[src/rtl/pipe_hazard_ctrl.sv]
// rtl/pipe_hazard_ctrl.sv - stall, flush and forwarding control for the five-stage pipeline
// with a memory-wait FSM, access timeout and a saturating stall-cycle counter.
module pipe_hazard_ctrl #(
  parameter int MEM_TIMEOUT = 16,
  parameter int CNT_W       = 16
) (
  input  logic             clk,
  input  logic             rst,
  input  logic [4:0]       rsD,
  input  logic [4:0]       rtD,
  input  logic [4:0]       rsE,
  input  logic [4:0]       rtE,
  input  logic [4:0]       writeregE,
  input  logic [4:0]       writeregM,
  input  logic [4:0]       writeregW,
  input  logic             rfweE,
  input  logic             rfweM,
  input  logic             rfweW,
  input  logic             mtorfselE,
  input  logic             mtorfselM,
  input  logic             branchD,
  input  logic             pcsrcD,
  input  logic             dmreqM,
  input  logic             dmreadyM,
  output logic             stallF,
  output logic             stallD,
  output logic             stallE,
  output logic             stallM,
  output logic             flushD,
  output logic             flushE,
  output logic [1:0]       fwdAE,
  output logic [1:0]       fwdBE,
  output logic             fwdAD,
  output logic             fwdBD,
  output logic             mem_err,
  output logic [CNT_W-1:0] stall_cycles
);

  typedef enum logic {RUN = 1'b0, MEM_WAIT = 1'b1} state_t;

  localparam logic [7:0] WAIT_LAST = 8'(MEM_TIMEOUT - 1);

  state_t           state, state_nxt;
  logic [7:0]       waitcnt, waitcnt_nxt;
  logic             err_set;
  logic             mem_err_q;
  logic [CNT_W-1:0] stall_cnt_q;
  logic             depE, depM, lwstall, brstall, timeout_now, memstall, hold_fd;

  function automatic logic [1:0] fwd_sel(input logic [4:0] src, input logic wem,
                                         input logic [4:0] wrm, input logic wew,
                                         input logic [4:0] wrw);
    if (src == 5'd0)               return 2'b00;
    else if (wem && wrm == src)    return 2'b10;
    else if (wew && wrw == src)    return 2'b01;
    else                           return 2'b00;
  endfunction

  always_comb begin
    depE        = rfweE && (writeregE != 5'd0) && (writeregE == rsD || writeregE == rtD);
    depM        = mtorfselM && (writeregM != 5'd0) && (writeregM == rsD || writeregM == rtD);
    lwstall     = mtorfselE && depE;
    brstall     = branchD && (depE || depM);
    timeout_now = (state == MEM_WAIT) && (waitcnt == WAIT_LAST);
    memstall    = dmreqM && !dmreadyM && !timeout_now;
    hold_fd     = memstall || lwstall || brstall;
  end

  // Everything observable is held at zero while reset is asserted.
  always_comb begin
    stallF       = 1'b0;
    stallD       = 1'b0;
    stallE       = 1'b0;
    stallM       = 1'b0;
    flushD       = 1'b0;
    flushE       = 1'b0;
    fwdAE        = 2'b00;
    fwdBE        = 2'b00;
    fwdAD        = 1'b0;
    fwdBD        = 1'b0;
    mem_err      = 1'b0;
    stall_cycles = '0;
    if (!rst) begin
      stallM       = memstall;
      stallE       = memstall;
      stallD       = hold_fd;
      stallF       = hold_fd;
      flushE       = (lwstall || brstall) && !memstall;
      flushD       = pcsrcD && !hold_fd;
      fwdAE        = fwd_sel(rsE, rfweM, writeregM, rfweW, writeregW);
      fwdBE        = fwd_sel(rtE, rfweM, writeregM, rfweW, writeregW);
      fwdAD        = (rsD != 5'd0) && rfweM && (writeregM == rsD);
      fwdBD        = (rtD != 5'd0) && rfweM && (writeregM == rtD);
      mem_err      = mem_err_q;
      stall_cycles = stall_cnt_q;
    end
  end

  always_comb begin
    state_nxt   = state;
    waitcnt_nxt = 8'd0;
    err_set     = 1'b0;
    case (state)
      RUN: begin
        if (dmreqM && !dmreadyM) begin
          state_nxt   = MEM_WAIT;
          waitcnt_nxt = 8'd1;
        end
      end
      MEM_WAIT: begin
        // A withdrawn request is not an error; only a live request that never completes is.
        if (!dmreqM || dmreadyM) begin
          state_nxt = RUN;
        end else if (timeout_now) begin
          state_nxt = RUN;
          err_set   = 1'b1;
        end else begin
          waitcnt_nxt = waitcnt + 8'd1;
        end
      end
      default: state_nxt = RUN;
    endcase
  end

  always_ff @(posedge clk) begin
    if (rst) begin
      state       <= RUN;
      waitcnt     <= 8'd0;
      mem_err_q   <= 1'b0;
      stall_cnt_q <= '0;
    end else begin
      state   <= state_nxt;
      waitcnt <= waitcnt_nxt;
      if (err_set)
        mem_err_q <= 1'b1;
      if (hold_fd && stall_cnt_q != {CNT_W{1'b1}})
        stall_cnt_q <= stall_cnt_q + CNT_W'(1);
    end
  end

endmodule

[config.mk]
export PLATFORM = sky130hd
export DESIGN_NAME = pipe_hazard_ctrl
export DESIGN_NICKNAME = d
export VERILOG_FILES = /design/src/rtl/pipe_hazard_ctrl.sv
export SDC_FILE = /design/constraint.sdc
export NUM_CORES = 1
export LEC_CHECK = 0
export BUFFER_PORTS_ARGS = -buffer_cell sky130_fd_sc_hd__buf_2
export CAP_MARGIN = 20
export CORE_ASPECT_RATIO = 0.9
export CORE_MARGIN = 10
export CORE_UTILIZATION = 53
export DETAILED_ROUTE_END_ITERATION = 7
export MAX_ROUTING_LAYER = met4
export PLACE_DENSITY = 0.83
export REMOVE_ABC_BUFFERS = 1
export SETUP_SLACK_MARGIN = 0.5
export SLEW_MARGIN = 40
export SYNTH_ARGS = -nofsm -noshare
export SYNTH_HDL_FRONTEND = slang
export SYNTH_SLANG_ARGS = --single-unit
[constraint.sdc]
create_clock -name clk -period 7.12 [get_ports clk]
set_input_delay 1.424 -clock clk [delete_from_list [all_inputs] [get_ports clk]]
set_output_delay 1.424 -clock clk [all_outputs]
set_load 0.005 [all_outputs]
# After elaboration in Yosys (flattened, before gate mapping)
# Index checks and enable logic that the tools add are counted.
# totals
ff_bits	26
inputBits	46
output_inout_bits	29
wordCells	82
# op_classes
addsub	2
eq_ne	10
n_mux	27
bitwise_logic	1
reduce_logical	38
# ops
operator	count
equality test 5 bit	8
logical AND 1 bit	20
nonzero test 5 bit	4
adder 16 x 1 -> 16 bit (second input constant)	1
2-to-1 mux 1 bit	16
2-to-1 mux 16 bit	1
2-to-1 mux 8 bit	2
inequality test 16 bit (second input constant)	1
one-hot mux 8 bit (2 select lines)	1
2-to-1 mux 2 bit	6
zero test 5 bit	2
adder 8 x 1 -> 8 bit (second input constant)	1
equality test 8 x 4 -> 1 bit (second input constant)	1
logical OR 1 bit	7
zero test 1 bit	5
one-hot mux 1 bit (2 select lines)	1
NOT 1 bit	1

# Depth between registers and ports, before layout
# Gate-level depths: netlist of run 1.
# depth
ltp_word	9
depth_mapped	10
depth_no_buf	7

# Least setup slack after synthesis of run 1
# No wires, ideal clock.
# synth_timing
path_kind	input to output
startpoint	input writeregM[1]
endpoint	output stallF
t_arrival_ns	3.061
required_ns	5.696
slack_ns	2.635
cell_stages	9
n_path_buf	4
path_cell_list	clkbuf_1 -> or4_1 -> o211ai_1 -> a21o_1 -> and3_1 -> buf_6 -> buf_2 -> nor2_1 -> buf_4
# synth_via
elab_chain_cells	7
elab_cells_between_ends	10
cone_classes	2 x eq/ne; 1 x mux; 7 x reduce/logical
# synth_lines
item	line	text
start: declaration	14	input logic [4:0] writeregM,
equality test 5 bit / nonzero test 5 bit (equally long branches)	61	depM = mtorfselM && (writeregM != 5'd0) && (writeregM == rsD || writeregM == rtD);
logical OR 1 bit / logical AND 1 bit (equally long branches)	61	
logical AND 1 bit *	61	
logical OR 1 bit *	63	brstall = branchD && (depE || depM);
logical AND 1 bit *	63	
logical OR 1 bit *	66	hold_fd = memstall || lwstall || brstall;
2-to-1 mux 1 bit *	n/a	
end: declaration	25	output logic stallF,
# Mark *: on every way between the ends. The rest lies on a longest branch, timed or not.

# Worst setup path after layout of run 1
# layout_timing
startpoint	input writeregM[1]
endpoint	output flushD
# layout_via
elab_chain_cells	9
elab_cells_between_ends	12
cone_classes	2 x eq/ne; 1 x mux; 9 x reduce/logical
# layout_lines
item	line	text
equality test 5 bit / nonzero test 5 bit (equally long branches)	61	
logical OR 1 bit / logical AND 1 bit (equally long branches)	61	
logical AND 1 bit *	61	
logical OR 1 bit *	63	
logical AND 1 bit *	63	
logical OR 1 bit *	66	
zero test 1 bit *	89	flushD = pcsrcD && !hold_fd;
logical AND 1 bit *	89	
2-to-1 mux 1 bit *	83	if (!rst) begin
end: declaration	29	output logic flushD,
# Marked as above.

==> run metrics, run 1 <==
Mean Syn Cell Area 7.90 um2; Crit-path slowest cell and3_1; cts repair resizes 0; largest stage delay on the critical path 0.56 ns; post-synthesis instance total 249; CTS tree done; largest net degree at the start of global routing 41; post-synthesis instance area 0.00197 mm2; CP Capture Type primary output; # IOs 75; Inst Count DP 351; Post-synth top cells nor2_1, dfxtp_1, xnor2_1; worst-path fanout max 19; Final Hold Viols 0; switch share 26.6%; die footprint 0.00655 mm2; hold_buf cts 0; CP arrival 3.34 ns; # DRC 0; min Tclk post-route 4.76 ns; Slew HR 53.4%; initial antenna violation count 0; CTS H-Tree Depth 1; total CTS buffers 3; number of synthesized flops with an enable pin 0; Hold Path Class flip-flop to flip-flop; Post-DP HPWL 4.10 mm; Max Slew Vio Count 0; largest cells by area after synthesis dfxtp_1, xnor2_1, xor2_1, nor2_1, mux2_2; Setup CP Type primary input to primary output; Cell Rows 20; CTS Root Cell clkbuf_8; Power Dens Cells 130 mW/mm2; TritonRoute pass-1 iters 4; detailed-route via count 1,910; routed wire length 5.05 mm; Reg power frac 48.3%; period utilization 66.9%; clock sink count 26; Die Y 77.8 um; total negative slack 0 ns; worst-margin pin slew 0.695 ns; GR Util All Layers 14.9%; yosys warns 0; Setup crit start kind primary input; Cell Chain, Critical Path buf_2 > or4_1 > o211ai_1 > a21o_1 > and3_1 > and3_1 > buf_2; Routed Antenna Nets 0; VDD IR max 0.000132 V; clock share of power 31.2%; total core area 0.00348 mm2; port bufs 74; Clock transition at path regs 0.08 ns; Setup Viol. Count Final 0; DR WL/cell 14.2 um; Skew-Pair Late Insertion Delay 0.27 ns; most common cell in the netlist nor2_1; nets 360; Post-CTS Setup Inserts 0; Leak 1.04 nW; Synth Register Bits 26; Distinct cells, synth 38; Seq/Total Area, Yosys 26.5%; Cell Int Power 0.000225 W; outcome finished clean; Yosys top cell area share 26.5%; fmax 0.210 GHz; max cap viols 0; layout cells sized above 1 30.5%; DRT iter0 DRCs 137; first-pass GRT wire length 8.27 mm; diode count 0; Horiz. Die Dim 84.2 um; Post-synth ARST share 0%; area leader, netlist dfxtp_1; Finished Layout Cells 355; commonest register cell after synthesis dfxtp_1; initial core utilization 56.5%; Placer Congestion 0.922; vias per cell 5.38; CTS Buffer Depth 2; CP Data Required Time 5.70 ns; area delta synth->final 20.4%; number of global-route vias before repair 1,860; Filler Cells Inserted 296; gr ovfl total 0; logic gate share of total power 20.4%; sw power 0.0000815 W; RSZ-0062 raised after global routing no; Final Skew 0.00662 ns
## power groups by stage
stage / sequential (W) / clock [W] / combinational (W)
after global routing: 0.000148 / 0.000100 / 0.0000701
final: 0.000148 / 0.0000958 / 0.0000627
after CTS: 0.000148 / 0.0000967 / 0.0000630
after detailed placement: 0.000152 / 0 / 0.0000628
after global placement: 0.000152 / 0 / 0.0000615
after floorplan: 0.000151 / 0 / 0.0000310
## cells by family after synthesis
logic type               Yosys count  synth area share, %
AND/OR/NAND/NOR                  129                 35.1
XOR/XNOR                          46                 20.5
flip-flops                        26                 26.5
buffers and inverters             19                 4.90
AO/OA/AOI/OAI                     16                 5.28
multiplexers                      11                 6.49
adder cells (fa/ha/maj)            2                 1.27
## worst max-delay path, delay by kind of cell
family                 cells  cell delay, ns
AO/OA/AOI/OAI              2            0.35
AND/OR/NAND/NOR            3            1.31
buffers and inverters      2            0.26
## per-stage QoR
| step | util, % | total power, W | setup WS [ns] | hold WS, ns | cell area, um2 |
|---|---|---|---|---|---|
| finish | 68.1 | 0.000307 | 2.36 | 0.491 | 2370 |
| global route | 68.1 | 0.000319 | 2.17 | 0.507 | 2370 |
| CTS | 68.1 | 0.000308 | 2.37 | 0.482 | 2370 |
| detailed placement | 66.5 | 0.000214 | 2.36 | 0.451 | 2310 |
| global placement | 66.3 | 0.000213 | 2.40 | 0.449 | 2310 |
| floorplan | - | 0.000182 | 2.81 | 0.429 | 1880 |
## layer usage
layer  global-route usage (%)  routed length, um  up-vias
met5                        -                  0        -
met4                     1.67                 44        0
met3                     4.07                304        6
met2                     25.1               2470       55
met1                     17.7               2230      860
li1                         -                  -      989
## cells in the final DEF (no fill, tap or decap), types with 2 or more instances in the layout
cell	count
and3_1	9
dfxtp_1	26
nor2_1	32
buf_2	74
inv_1	3
nor2b_1	17
nor3_2	2
xnor2_1	25
nor4_1	9
nand2_1	11
nand3_1	17
ha_1	2
nand4_1	4
a31oi_1	3
a21oi_1	4
mux2_2	10
clkbuf_8	4
xor2_1	21
nor3b_1	3
or4_1	5
o21ai_0	4
nor3_1	13
## registers in the layout, summed over array words and instances (netlist names)
| signal | flops |
|---|---|
| stall_cnt_q | 16 |
| waitcnt | 8 |
| mem_err_q | 1 |
| state | 1 |
## cell type report
class                   instances  area [um2]  share of cell area (%)
multi-input cells             204        1360                    57.2
flip-flops and latches         26         520                    22.0
repair buffers                 74         370                    15.6
clock buffers                   4        55.1                    2.33
well taps                      44        55.1                    2.33
inverters                       3        11.3                   0.476
## worst paths after layout
kind | start | endpoint | slack (ns) | cells past startpoint
hold / removal | mem_err_q | mem_err_q | 0.49 | 2
setup reg to reg | waitcnt[0] | stall_cnt_q[5] | 4.43 | 7
setup / recovery | writeregM[1] | flushD | 2.36 | 7
hold reg to reg | mem_err_q | mem_err_q | 0.49 | 2
Power figures use the tool's default switching activity.
==> inputs of run 2 (changes only) <==
Settings changed: CORE_UTILIZATION 53 to 49, PLACE_DENSITY 0.83 to 0.77.
Clock period 7.12 ns to 5 ns, I/O delays scaled along.
==> run metrics, run 2 (synthesis gave the netlist of run 1 again) <==
largest net degree at the start of global routing 41 (unchanged); CTS tree done (unchanged); area delta synth->final 21.3% (was 20.4%); Layout Utilization 63.1% (was 68.1%); CP bufs+invs 2 (unchanged); Leak 1.04 nW (about the same); Cell Rows 21 (was 20); most frequent cells in the layout buf_2, nor2_1, dfxtp_1 (unchanged); period utilization 78.2%; uppermost layer routed met4 (unchanged); number of global-route vias before repair 1,833 (was 1,860); Max Slew Vio Count 0 (unchanged); Post-CTS Setup Inserts 0 (unchanged); worst-margin pin slew 0.732 ns (was 0.695 ns); Inst Count DP 353 (was 351); Power Dens Cells 198 mW/mm2 (was 130 mW/mm2); Placer Congestion 0.836 (was 0.922); Worst R2R Start waitcnt[0] (unchanged); Worst Hold Path Cells 2 (unchanged); Top Registers stall_cnt_q x16, waitcnt x8 (unchanged); diode count 0 (unchanged); RSZ-0062 raised after global routing no (unchanged); first-pass GRT wire length 8.27 mm (unchanged); Horiz. Die Dim 86.8 um (was 84.2 um); clock sink count 26 (unchanged); # DRC 0 (unchanged); Clock transition at path regs 0.09 ns (was 0.08 ns); Worst Setup SP writeregM[1] (unchanged); Die Y 80.1 um (was 77.8 um); # IOs 75 (unchanged); Slew HR 51.0% (was 53.4%); DRT iter0 DRCs 102 (was 137); routed wire length 5.12 mm (was 5.05 mm); total core area 0.00378 mm2 (was 0.00348 mm2); layout cells sized above 1 30.5% (unchanged); vias per cell 5.36 (was 5.38); CTS H-Tree Depth 1 (unchanged); Setup Viol. Count Final 0 (unchanged); Routed Antenna Nets 0 (unchanged); CTS Root Cell clkbuf_8 (unchanged); total negative slack 0 ns (unchanged); Crit-path slowest cell and3_1 (unchanged); reg-to-reg slack, setup 2.30 ns (was 4.43 ns); VDD IR max 0.000152 V (was 0.000132 V); met3 WL post-DR 231 um (was 304 um); largest stage delay on the critical path 0.56 ns (about the same); Setup CP Type primary input to primary output (unchanged); Skew-Pair Late Insertion Delay 0.27 ns (about the same); port bufs 74 (unchanged); wire length on met2 2.65 mm (was 2.47 mm); min Tclk post-route 3.91 ns; Finished Layout Cells 357 (was 355); Cell Chain, Critical Path buf_2 > or4_1 > o211ai_1 > a21o_1 > and3_1 > and3_1 > buf_2 (unchanged); outcome finished clean (unchanged); most common cell after layout, fill and taps aside buf_2 (unchanged); Post-DP HPWL 4.26 mm (was 4.10 mm); GR Util All Layers 14.4% (was 14.9%); gr ovfl total 0 (unchanged); fmax 0.256 GHz; Filler Cells Inserted 335 (was 296); R2R Path End stall_cnt_q[5] (unchanged); Final Hold Viols 0 (unchanged); CP arrival 2.91 ns (was 3.34 ns); initial core utilization 52.0% (was 56.5%); worst-path fanout max 19 (unchanged); Crit path max-delay family simple AND/OR/NAND/NOR gates (unchanged); CP Capture Type primary output (unchanged); Largest register FFs 16 (unchanged); hold_buf cts 0 (unchanged); hold_sp mem_err_q (unchanged); initial antenna violation count 0 (unchanged); DR WL/cell 14.4 um (was 14.2 um); flip-flop and latch area 520 um2 (unchanged); Hold EP mem_err_q (unchanged); area of the multi-input gates 0.00136 mm2 (unchanged); worst reg2reg path depth 7 (unchanged); Final WS setup 1.09 ns (was 2.36 ns); TritonRoute pass-1 iters 4 (unchanged); Setup WS pre-CTS 1.09 ns (was 2.36 ns); nets 360 (unchanged); Biggest register stall_cnt_q (unchanged); Hold Path Class flip-flop to flip-flop (unchanged); cts repair resizes 0 (unchanged); die footprint 0.00695 mm2 (was 0.00655 mm2); Final Skew 0.00238 ns (was 0.00662 ns); CP Data Required Time 4.00 ns (was 5.70 ns); max cap viols 0 (unchanged); Setup crit start kind primary input (unchanged); detailed-route via count 1,914 (was 1,910); routed metal-1 wirelength 2.23 mm (about the same); CTS Buffer Depth 2 (unchanged); total CTS buffers 3 (unchanged)
-- run 2: changes by cell type in the layout (fill, tap and decap cells not counted), sizes merged --
cell,delta
clkbuf,-1
bufinv,+1
-- run 2: how the worst max path moves through the flow --
| stage | end | cells after the start |
|---|---|---|
| floorplan | flushD | 5 |
| global placement | flushD | 7 |
| detailed placement | flushD | 7 |
| CTS | flushD | 7 |
| global route | flushD | 7 |
| finish | flushD | 7 |
-- run 2: report_power, final --
group | total, W | switching (W) | internal [W]
clock | 0.000172 | 0.0000651 | 0.000107
sequential | 0.000211 | 0.00000224 | 0.000209
combinational | 0.0000887 | 0.0000474 | 0.0000413
total | 0.000472 | 0.000115 | 0.000357
-- run 2: layout make-up --
| cell class | count | share of cell area, % |
|---|---|---|
| clock buffers | 3 | 1.73 |
| well taps | 46 | 2.41 |
| clock inverters | 1 | 1.26 |
| flip-flops and latches | 26 | 21.8 |
| repair buffers | 74 | 15.5 |
| inverters | 3 | 0.472 |
| multi-input cells | 204 | 56.8 |
-- run 2: layer usage --
layer	up-vias	global-route usage (%)
met5	-	-
met4	0	0.971
met3	2	3.33
met2	40	26.2
met1	883	16.2
li1	989	-
-- run 2: worst min-delay path: stages (launching register included) --
cell     delay, ns
dfxtp_1       0.33
a31oi_1       0.04
nor2_1        0.08
-- run 2: metrics by stage --
step	hold slack (ns)	total power, W	area, um2
global route	0.506	0.000492	2390
CTS	0.488	0.000476	2390
detailed placement	0.462	0.000305	2310
floorplan	0.429	0.000260	1880
global placement	0.450	0.000303	2310
finish	0.483	0.000472	2390
==> inputs of run 3 (changes only) <==
Settings changed: ABC_AREA set to 1, CORE_UTILIZATION 49 to 51, PLACE_DENSITY 0.77 to 0.78.
Clock period 5 ns to 3.9 ns, I/O delays scaled along.
==> run metrics, run 3 <==
Crit-path slowest cell inv_1 (was and3_1); vias per cell 5.01 (was 5.36); Top Registers stall_cnt_q x16, waitcnt x8 (unchanged); DR WL/cell 12.1 um (was 14.4 um); routed wire length 5.99 mm (was 5.12 mm); # IOs 75 (unchanged); R2R Path End stall_cnt_q[7] (was stall_cnt_q[5]); largest cells by area after synthesis dfxtp_1, nand2_1, nor2_1, inv_1, nand3_1 (was dfxtp_1, xnor2_1, xor2_1, nor2_1, mux2_2); CP Capture Type primary output (unchanged); Slew HR 69.9% (was 51.0%); gr ovfl total 0 (unchanged); first-pass GRT wire length 9.93 mm (was 8.27 mm); Levels on crit path 7 (unchanged); Reg power frac 46.4% (was 44.7%); Clock transition at path regs 0.10 ns (was 0.09 ns); detailed-route via count 2,479 (was 1,914); most prevalent standard cell on the critical path buf_2; Horiz. Die Dim 89.0 um (was 86.8 um); Power Dens Cells 225 mW/mm2 (was 198 mW/mm2); initial antenna violation count 0 (unchanged); layout cells sized above 1 19.2% (was 30.5%); most common cell in the netlist nand2_1 (was nor2_1); Setup crit start kind primary input (unchanged); clock sink count 26 (unchanged); Worst R2R Start waitcnt[0] (unchanged); nets 496 (was 360); cts repair resizes 0 (unchanged); Synth Register Bits 26 (unchanged); Distinct cells, synth 32 (was 38); commonest register cell after synthesis dfxtp_1 (unchanged); Cell Int Power 0.000412 W (was 0.000357 W); Crit path max-delay family buffers and inverters (was simple AND/OR/NAND/NOR gates); Final Hold Viols 0 (unchanged); number of global-route vias before repair 2,322 (was 1,833); CTS Buffer Depth 2 (unchanged); design area 0.00260 mm2 (was 0.00239 mm2); post-synthesis instance total 379 (was 249); hold_buf cts 0 (unchanged); hold_sp mem_err_q (unchanged); Leak 1.41 nW (was 1.04 nW); total core area 0.00410 mm2 (was 0.00378 mm2); Cell Rows 22 (was 21); number of synthesized flops with an enable pin 0 (unchanged); fmax 0.339 GHz; logic gate share of total power 23.0% (was 18.8%); most frequent cells in the layout nand2_1, buf_2, nor2_1 (was buf_2, nor2_1, dfxtp_1); TritonRoute pass-1 iters 4 (unchanged); diode count 0 (unchanged); Seq/Total Area, Yosys 23.9% (was 26.5%); Routed Antenna Nets 0 (unchanged); Setup CP Type primary input to primary output (unchanged); area delta synth->final 19.3% (was 21.3%); Inst Count DP 491 (was 353); min Tclk post-route 2.95 ns; yosys warns 0 (unchanged); Max Slew Vio Count 0 (unchanged); worst-path fanout max 25 (was 19); Die Y 82.1 um (was 80.1 um); switch share 29.6% (was 24.3%); total negative slack 0 ns (unchanged); largest net degree at the start of global routing 33 (was 41); Post-synth top cells nand2_1, nor2_1, inv_1 (was nor2_1, dfxtp_1, xnor2_1); CP Data Required Time 3.12 ns (was 4.00 ns); outcome finished clean (unchanged); Placer Congestion 0.907 (was 0.836); Skew-Pair Late Insertion Delay 0.28 ns (was 0.27 ns); Post-DP HPWL 4.84 mm (was 4.26 mm); period utilization 75.7%; CTS Root Cell clkbuf_8 (unchanged); Hold Path Class flip-flop to flip-flop (unchanged); VDD IR max 0.000137 V (was 0.000152 V); max cap viols 0 (unchanged); placed inst area 0.00255 mm2 (was 0.00231 mm2); Cell Chain, Critical Path buf_2 > inv_1 > nand2_1 > a211oi_1 > o2111ai_1 > nor4_1 > buf_2 (was buf_2 > or4_1 > o211ai_1 > a21o_1 > and3_1 > and3_1 > buf_2); clock share of power 30.6% (was 36.5%); CTS H-Tree Depth 1 (unchanged); Post-synth ARST share 0% (unchanged); Finished Layout Cells 495 (was 357); most common cell after layout, fill and taps aside nand2_1 (was buf_2); worst-margin pin slew 0.452 ns (was 0.732 ns); DRT iter0 DRCs 113 (was 102); RSZ-0062 raised after global routing no (unchanged); sw power 0.000173 W (was 0.000115 W); port bufs 74 (unchanged); Hold EP mem_err_q (unchanged); die footprint 0.00730 mm2 (was 0.00695 mm2); largest stage delay on the critical path 0.36 ns (was 0.56 ns); CP arrival 2.17 ns (was 2.91 ns); reg-to-reg slack, setup 2.09 ns (was 2.30 ns); Worst Hold Path Cells 2 (unchanged); post-synthesis instance area 0.00218 mm2 (was 0.00197 mm2); Post-CTS Setup Inserts 0 (unchanged); total CTS buffers 3 (unchanged); Final Skew 0.0127 ns (was 0.00238 ns); area leader, netlist dfxtp_1 (unchanged); Largest register FFs 16 (unchanged); CP bufs+invs 3 (was 2); Yosys top cell area share 23.9% (was 26.5%); worst reg2reg path depth 12 (was 7); Mean Syn Cell Area 5.76 um2 (was 7.90 um2); # DRC 0 (unchanged); Setup Viol. Count Final 0 (unchanged); initial core utilization 53.2% (was 52.0%); CTS tree done (unchanged); Biggest register stall_cnt_q (unchanged); GR Util All Layers 16.9% (was 14.4%)
-- run 3: changes by cell type after synthesis, moves of 17 or more --
cell,before,now
nand2_1,11,94
nor2_1,32,66
inv_1,3,64
a21oi_1,4,21
xnor2_1,25,8
nor2b_1,17,0
-- run 3: logic make-up after synthesis --
logic type | count (synthesis) | synth area share (%)
xor+xnor | 20 | 8.03
buf+inv | 77 | 14.7
fa+ha+maj | 2 | 1.15
flops | 26 | 23.9
simple gates | 221 | 44.0
compound gates | 33 | 8.31
-- run 3: worst max path at each step --
stage / from / endpoint / slack [ns]
floorplan: rst / fwdAE[0] / 1.40
global placement: rst / fwdAE[0] / 0.94
detailed placement: rst / fwdAE[0] / 0.92
CTS: rst / fwdAE[0] / 0.91
global route: writeregM[0] / flushD / 0.81
finish: rst / fwdAE[0] / 0.95
-- run 3: layout make-up --
type,instances,area [um2]
clock buffers,4,55.1
multi-input cells,276,1340
repair buffers,75,378
well taps,48,60.1
inverters,66,248
fillers,435,1500
flip-flops and latches,26,520
-- run 3: metal layers --
| layer | vias up | global-route usage (%) | routed length, um |
|---|---|---|---|
| met1 | 1075 | 19.7 | 2750 |
| met3 | 11 | 2.27 | 287 |
| met2 | 71 | 30.0 | 2880 |
| met5 | - | - | 0 |
| met4 | 0 | 4.44 | 75 |
| li1 | 1322 | - | - |
-- run 3: metrics by stage --
stage / hold WS, ns / setup slack, ns / util (%) / power (W)
2_1_floorplan: 0.430 / 1.40 / - / 0.000350
3_3_place_gp: 0.447 / 0.945 / 62.1 / 0.000409
3_5_place_dp: 0.456 / 0.922 / 62.1 / 0.000412
4_1_cts: 0.471 / 0.911 / 63.5 / 0.000588
5_1_grt: 0.513 / 0.809 / 63.5 / 0.000615
6_report: 0.467 / 0.948 / 63.5 / 0.000585
-- run 3: power groups by stage --
stage / logic (W) / registers (W) / clock network, W
finish: 0.000135 / 0.000271 / 0.000179
floorplan: 0.0000729 / 0.000277 / 0
global route: 0.000152 / 0.000272 / 0.000191
global placement: 0.000131 / 0.000278 / 0
detailed placement: 0.000134 / 0.000278 / 0
CTS: 0.000135 / 0.000272 / 0.000182
-- run 3: worst min-delay path, stage by stage, from the launching register on --
cell,delay [ns]
dfxtp_1,0.31
inv_1,0.06
a21oi_1,0.06
